**config.mk**
```make
export PLATFORM = sky130hd
export DESIGN_NAME = mbist_sequencer
export DESIGN_NICKNAME = d
export VERILOG_FILES = /design/src/rtl/mbist_sequencer.sv
export SDC_FILE = /design/constraint.sdc
export NUM_CORES = 1
export LEC_CHECK = 0
export ABC_AREA = 1
export BUFFER_PORTS_ARGS = -buffer_cell sky130_fd_sc_hd__buf_2
export CORE_ASPECT_RATIO = 0.75
export CORE_MARGIN = 3
export CORE_UTILIZATION = 45
export DETAILED_ROUTE_END_ITERATION = 7
export PLACE_DENSITY = 0.69
export SLEW_MARGIN = 20
export SYNTH_ARGS = -nofsm -noshare
export SYNTH_HDL_FRONTEND = slang
export SYNTH_SLANG_ARGS = --single-unit
```
**constraint.sdc**
```tcl
create_clock -name clk -period 1.85 [get_ports clk]
set_input_delay 0.2775 -clock clk [delete_from_list [all_inputs] [get_ports clk]]
set_output_delay 0.2775 -clock clk [all_outputs]
set_load 0.03 [all_outputs]
```
**src/rtl/mbist_sequencer.sv**
```systemverilog
// MBIST write-all/read-all-compare sequencer that steps the background decoder's pattern select.
// Latency: one run is 2*depth cycles per pattern plus one drain cycle. Read compares retire one cycle after the read.
// Backpressure: none. A start request while busy is ignored, and holding start high after done chains runs back to back.
module mbist_sequencer #(
    parameter int ADDR_WIDTH   = 4,
    parameter int DATA_WIDTH   = 8,
    parameter int NUM_PATTERNS = 6
) (
    input  logic                  clk,
    input  logic                  rst_n,
    input  logic                  start,
    output logic [2:0]            q,
    input  logic [DATA_WIDTH-1:0] data_t,
    output logic [ADDR_WIDTH-1:0] mem_addr,
    output logic                  mem_we,
    output logic                  mem_re,
    input  logic [DATA_WIDTH-1:0] mem_rdata,
    output logic                  busy,
    output logic                  done,
    output logic                  fail,
    output logic [ADDR_WIDTH-1:0] fail_addr,
    output logic [2:0]            fail_q
);

    typedef enum logic [2:0] {
        IDLE  = 3'd0,
        WRITE = 3'd1,
        READ  = 3'd2,
        DRAIN = 3'd3,
        DONE  = 3'd4
    } state_t;

    localparam logic [ADDR_WIDTH-1:0] ADDR_LAST = '1;
    localparam logic [2:0]            Q_LAST    = 3'(NUM_PATTERNS - 1);

    state_t                  state, state_nxt;
    logic [2:0]              q_nxt;
    logic [ADDR_WIDTH-1:0]   addr_nxt;
    logic                    start_run;

    logic                    v_d;
    logic [DATA_WIDTH-1:0]   exp_d;
    logic [ADDR_WIDTH-1:0]   addr_d;
    logic [2:0]              q_d;

    assign mem_we    = (state == WRITE);
    assign mem_re    = (state == READ);
    assign busy      = (state == WRITE) || (state == READ) || (state == DRAIN);
    assign done      = (state == DONE);
    assign start_run = start && ((state == IDLE) || (state == DONE));

    always_comb begin
        state_nxt = state;
        q_nxt     = q;
        addr_nxt  = mem_addr;
        case (state)
            IDLE, DONE: begin
                q_nxt     = 3'd0;
                addr_nxt  = '0;
                state_nxt = start ? WRITE : IDLE;
            end
            WRITE: begin
                addr_nxt = mem_addr + 1'b1;
                if (mem_addr == ADDR_LAST) begin
                    state_nxt = READ;
                end
            end
            READ: begin
                addr_nxt = mem_addr + 1'b1;
                if (mem_addr == ADDR_LAST) begin
                    if (q == Q_LAST) begin
                        state_nxt = DRAIN;
                    end else begin
                        q_nxt     = q + 3'd1;
                        state_nxt = WRITE;
                    end
                end
            end
            DRAIN: begin
                q_nxt     = 3'd0;
                addr_nxt  = '0;
                state_nxt = DONE;
            end
            default: begin
                q_nxt     = 3'd0;
                addr_nxt  = '0;
                state_nxt = IDLE;
            end
        endcase
    end

    always_ff @(posedge clk or negedge rst_n) begin
        if (!rst_n) begin
            state    <= IDLE;
            q        <= 3'd0;
            mem_addr <= '0;
        end else begin
            state    <= state_nxt;
            q        <= q_nxt;
            mem_addr <= addr_nxt;
        end
    end

    // Each read is tagged with its own address and pattern, so its compare
    // lands correctly even after the sequencer has moved on to the next pattern or to DRAIN.
    always_ff @(posedge clk or negedge rst_n) begin
        if (!rst_n) begin
            v_d    <= 1'b0;
            exp_d  <= '0;
            addr_d <= '0;
            q_d    <= 3'd0;
        end else begin
            v_d <= mem_re;
            if (mem_re) begin
                exp_d  <= data_t;
                addr_d <= mem_addr;
                q_d    <= q;
            end
        end
    end

    always_ff @(posedge clk or negedge rst_n) begin
        if (!rst_n) begin
            fail      <= 1'b0;
            fail_addr <= '0;
            fail_q    <= 3'd0;
        end else if (start_run) begin
            fail      <= 1'b0;
            fail_addr <= '0;
            fail_q    <= 3'd0;
        end else if (v_d) begin
            // An unknown equality result falls through to the mismatch branch.
            if (mem_rdata == exp_d) begin
                fail <= fail;
            end else begin
                fail <= 1'b1;
                if (!fail) begin
                    fail_addr <= addr_d;
                    fail_q    <= q_d;
                end
            end
        end
    end

endmodule

```
# Word level (Yosys, flattened, before mapping)
# Cells that the tools add are included.
word_totals:
  inputBits: 19
  regBits: 34
  output_inout_bits: 19
  wordCells: 57
op_classes:
  mux: 20
  n_eq_ne: 12
  add_sub_neg: 2
  n_reduce_logical: 12
  n_bitwise: 1
op_table:
  columns: ["cell", "n"]
  rows:
  - ["$mux 3", 8]
  - ["$mux 4", 5]
  - ["$pmux 3 s4", 1]
  - ["$eq 8x8->1", 1]
  - ["$eq 3x2->1 const B", 2]
  - ["$eq 3x3->1 const B", 2]
  - ["$ne 2x1->1 const B", 3]
  - ["$pmux 3 s2", 1]
  - ["$reduce_and 3->1", 2]
  - ["$add 4x1->4 const B", 1]
  - ["$eq 4x4->1 const B", 1]
  - ["$mux 1", 4]
  - ["$ne 2x2->1 const B", 2]
  - ["$reduce_and 2->1", 2]
  - ["$reduce_or 2->1", 2]
  - ["$add 3x1->3 const B", 1]
  - ["$eq 3x1->1 const B", 1]
  - ["$logic_not 3->1", 1]
  - ["$logic_or 1x1->1", 3]
  - ["$mux 2", 1]
  - ["$reduce_bool 2->1", 1]
  - ["$logic_and 1x1->1", 1]
  - ["$not 1->1", 1]

# Logic depth before layout (Yosys ltp)
logic_depth:
  ltp_word: 5
  depth_mapped: 9
  depth_no_buf: 9

# Least setup slack after synthesis
# OpenSTA, ideal clock, no wires.
synth_path:
  kind: "register -> register"
  start: "register mem_addr[0]"
  end: "register q[2]"
  setup_slack_ps: 340
  path_buffers: 0
  stages_incl_launch_ff: 8
  t_required_ps: 1783
  arrival_ps: 1444
  path_cell_list: "dfrtp_1 -> ha_1 -> nand2_1 -> nor2_1 -> nor2_4 -> nor2_1 -> nand4_1 -> nand2_1"
synth_between:
  elab_chain_len: 3
synth_rtl:
  columns: ["item", "line_no", "rtl"]
  rows:
  - ["from (decl)", "14", "output logic [ADDR_WIDTH-1:0] mem_addr,"]
  - ["from (signal assigned)", "100", "mem_addr <= addr_nxt;"]
  - ["$eq 4x4->1", "70", "if (mem_addr == ADDR_LAST) begin"]
  - ["$ne 2x1->1 (no source line)", null, null]
  - ["$reduce_and 3->1 (no source line)", null, null]
  - ["to (signal assigned)", "99", "q <= q_nxt;"]
  - ["to (decl)", "12", "output logic [2:0] q,"]
# Every way passes these cells.
# A chain may end at the register's enable or synchronous reset.

# Worst setup path in the final report
layout_path:
  start: "register state[0]"
  end: "output mem_re"
layout_between:
  elab_chain_len: 1
layout_rtl:
  columns: ["item", "line_no", "rtl"]
  rows:
  - ["from (decl)", "36", "state_t state, state_nxt;"]
  - ["from (signal assigned)", "98", "state <= state_nxt;"]
  - ["$eq 3x2->1", "47", "assign mem_re = (state == READ);"]
  - ["to (decl)", "16", "output logic mem_re,"]
# Every way passes these cells.

==> metrics.txt <==
total grt overflow 0; clk sinks 34; Area contributors post-synth dfrtp_1 53%, nand2_1 13%, inv_1 4.9%; Post-synth EDFFs 0; GRT Total Usage 17.1%; Final nets 258; Fin Setup TNS 0 ns; total core area 3380 sq um; layout cell share with drive strength beyond 1 23.2%; Layout fillers 311; grt met3 use 4.85%; ANT cells 0; 1st-iter DRT viols 53; Vias 1286; Slew @ Worst Pin 0.729 ns; Fin Clk Skew 0.00319 ns; final setup fails 0; CP startpoint kind flip-flop; Required @ worst endpoint 1.57 ns; count leader, synth nand2_1; htree depth 2; Yosys top cell area share 52.6%; post-route cell area 1970 sq um; largest family of logic cells by synthesized area simple AND/OR/NAND/NOR gates; clk root buf clkbuf_8; CP Capture Type output port; fin. max-slew vios 0; busiest layer in global routing met1; count of final hold-check violations 0; DR vias/cell 4.64; syn_nets 215; Mapped Avg Cell Area 8.38 sq um; FF+latch count, synth 34; unrepaired setup endpoints after global routing no; Setup CP Type flip-flop to output port; Post-Route WL 3.14 mm; hold_buf cts 0; largest net degree at the start of global routing 35; Hold/Removal Path Class input pin to async pin; Final Cycle Share 91.8%; Resized cells post-CTS 0; WL per Instance 11.3 um; area leader, netlist dfrtp_1; Port Buffers 37; asr flop ratio synth 100%; Post-CTS Setup Repair Bufs 0; I/O pins 38; DRT Pass-1 Iters 4; DRT antenna net count 0; Die Ht 57.9 um; top cells by count, synth 57 x nand2_1, 34 x dfrtp_1, 21 x inv_1, 21 x nor2_1, 12 x nand3_1; simple logic cell fraction of the synthesized area 28.8%; CTS tree yes; critical path data arrival time 1.42 ns; post-synthesis adder-cell area fraction 2.32%; Layout area overhead 21.7%; initial antenna violation count 0; power per standard cell area 758 nW/um^2; Max Fclk 0.589 GHz; TritonCTS Buffers 5; M1 GR Usage 24.7%; xor/xnor share of the synthesized area 3.25%; initial core utilization 47.9%; GPL Wtd Cong 0.794; overall die width 75.2 um; vias in the first global route 1207; clock buffer depth 2; # DRC 0; CP max FO 9; Tmin final 1.70 ns; Total Die Area 4360 sq um; Synth cell types 25; maximum vdd drop 535 uV; GR Util met2 23.3%; Max Cap Violations 0; clock-pin slew on the worst setup and hold paths 0.07 ns; Top FF cell, synth dfrtp_1; status finished, final reports clean; DP Wirelength 2.31 mm; row count 18; yosys warns 0; register area share after synthesis 52.6%; first-pass GRT wire length 5.53 mm; mux cell area share after synthesis 0%; Clock Latency Late Sink 0.29 ns; final hold slack 0.0382 ns; Synth Cell Area 1620 sq um; Post-DP Area 1860 sq um; Cells after Synth 193; complex-gate fraction of the synthesized area 5.88%; Lkg Pwr 0.00110 uW; FF-to-FF path depth 7; Max transition margin 51.4%
==> metal layers <==
layer | wire length, um | part of all wire, %
met5 | 0 | 0
met4 | 72 | 2.3
met3 | 146 | 4.7
met2 | 1270 | 40
met1 | 1650 | 53
==> kinds of logic (layout without fill, tap and decap cells) <==
family / after synthesis / in the layout
simple gates: 105 / 105
buf+inv: 27 / 71
fa+ha+maj: 3 / 3
xor+xnor: 6 / 6
flops: 34 / 34
compound gates: 18 / 18
==> metrics by stage <==
| stage | utilization [%] | setup slack (ns) | cells | total power, uW |
|---|---|---|---|---|
| 3_3_place_gp | 55.0 | 0.405 | 269 | 840 |
| 5_1_grt | 58.3 | 0.0502 | 277 | 1560 |
| 4_1_cts | 58.3 | 0.137 | 277 | 1510 |
| 2_1_floorplan | - | 0.340 | 193 | 801 |
| 3_5_place_dp | 55.0 | 0.411 | 269 | 841 |
| 6_report | 58.3 | 0.152 | 277 | 1490 |
==> sequential cells by signal, summed over array words and instances, names as in the netlist, 3 cells and up <==
signal,cells
exp_d,8
addr_d,4
fail_addr,4
mem_addr,4
fail_q,3
q,3
q_d,3
state,3
==> where the power goes <==
group / internal [uW] / switching [uW]
registers: 752 / 5.70
logic: 29.9 / 37.9
clock network: 396 / 271
total: 1180 / 314
==> worst paths after layout <==
kind	startpoint	endpoint	slack, ns
min in group clk	data_t[0]	exp_d[0]	0.18
setup reg to reg	mem_addr[0]	q[2]	0.38
setup / recovery	state[0]	mem_re	0.15
hold reg to reg	fail_addr[3]	fail_addr[3]	0.49
max in group asynchronous	rst_n	exp_d[3]	1.35
hold / removal	rst_n	fail_addr[0]	0.04
==> worst max-delay path: stages (launching register included) <==
cell,delay [ns]
dfrtp_1,0.45
nor3_4,0.39
buf_2,0.29
==> placed cells by master (no fill, tap or decap), drive strengths merged, types with 3 or more instances in the layout <==
cell    netlist  final
nand2        58     58
nand3        12     12
ha            3      3
nand4         8      8
buf           3     39
a21oi         3      3
inv          24     24
clkbuf        0      5
dfrtp        34     34
o21ai        13     13
nor2         23     23
xnor2         5      5
==> layout make-up <==
cell class                 count  area, sq um  share of cell area (%)
inverter                      24         95.1                    4.83
clock inverter                 3         40.0                    2.03
timing repair buffer          39          213                    10.8
clock buffer                   5         68.8                    3.50
multi-input combinational    132          651                    33.1
tap                           40         50.0                    2.54
sequential                    34          851                    43.2
No activity file was read; power rests on OpenSTA's default activity.
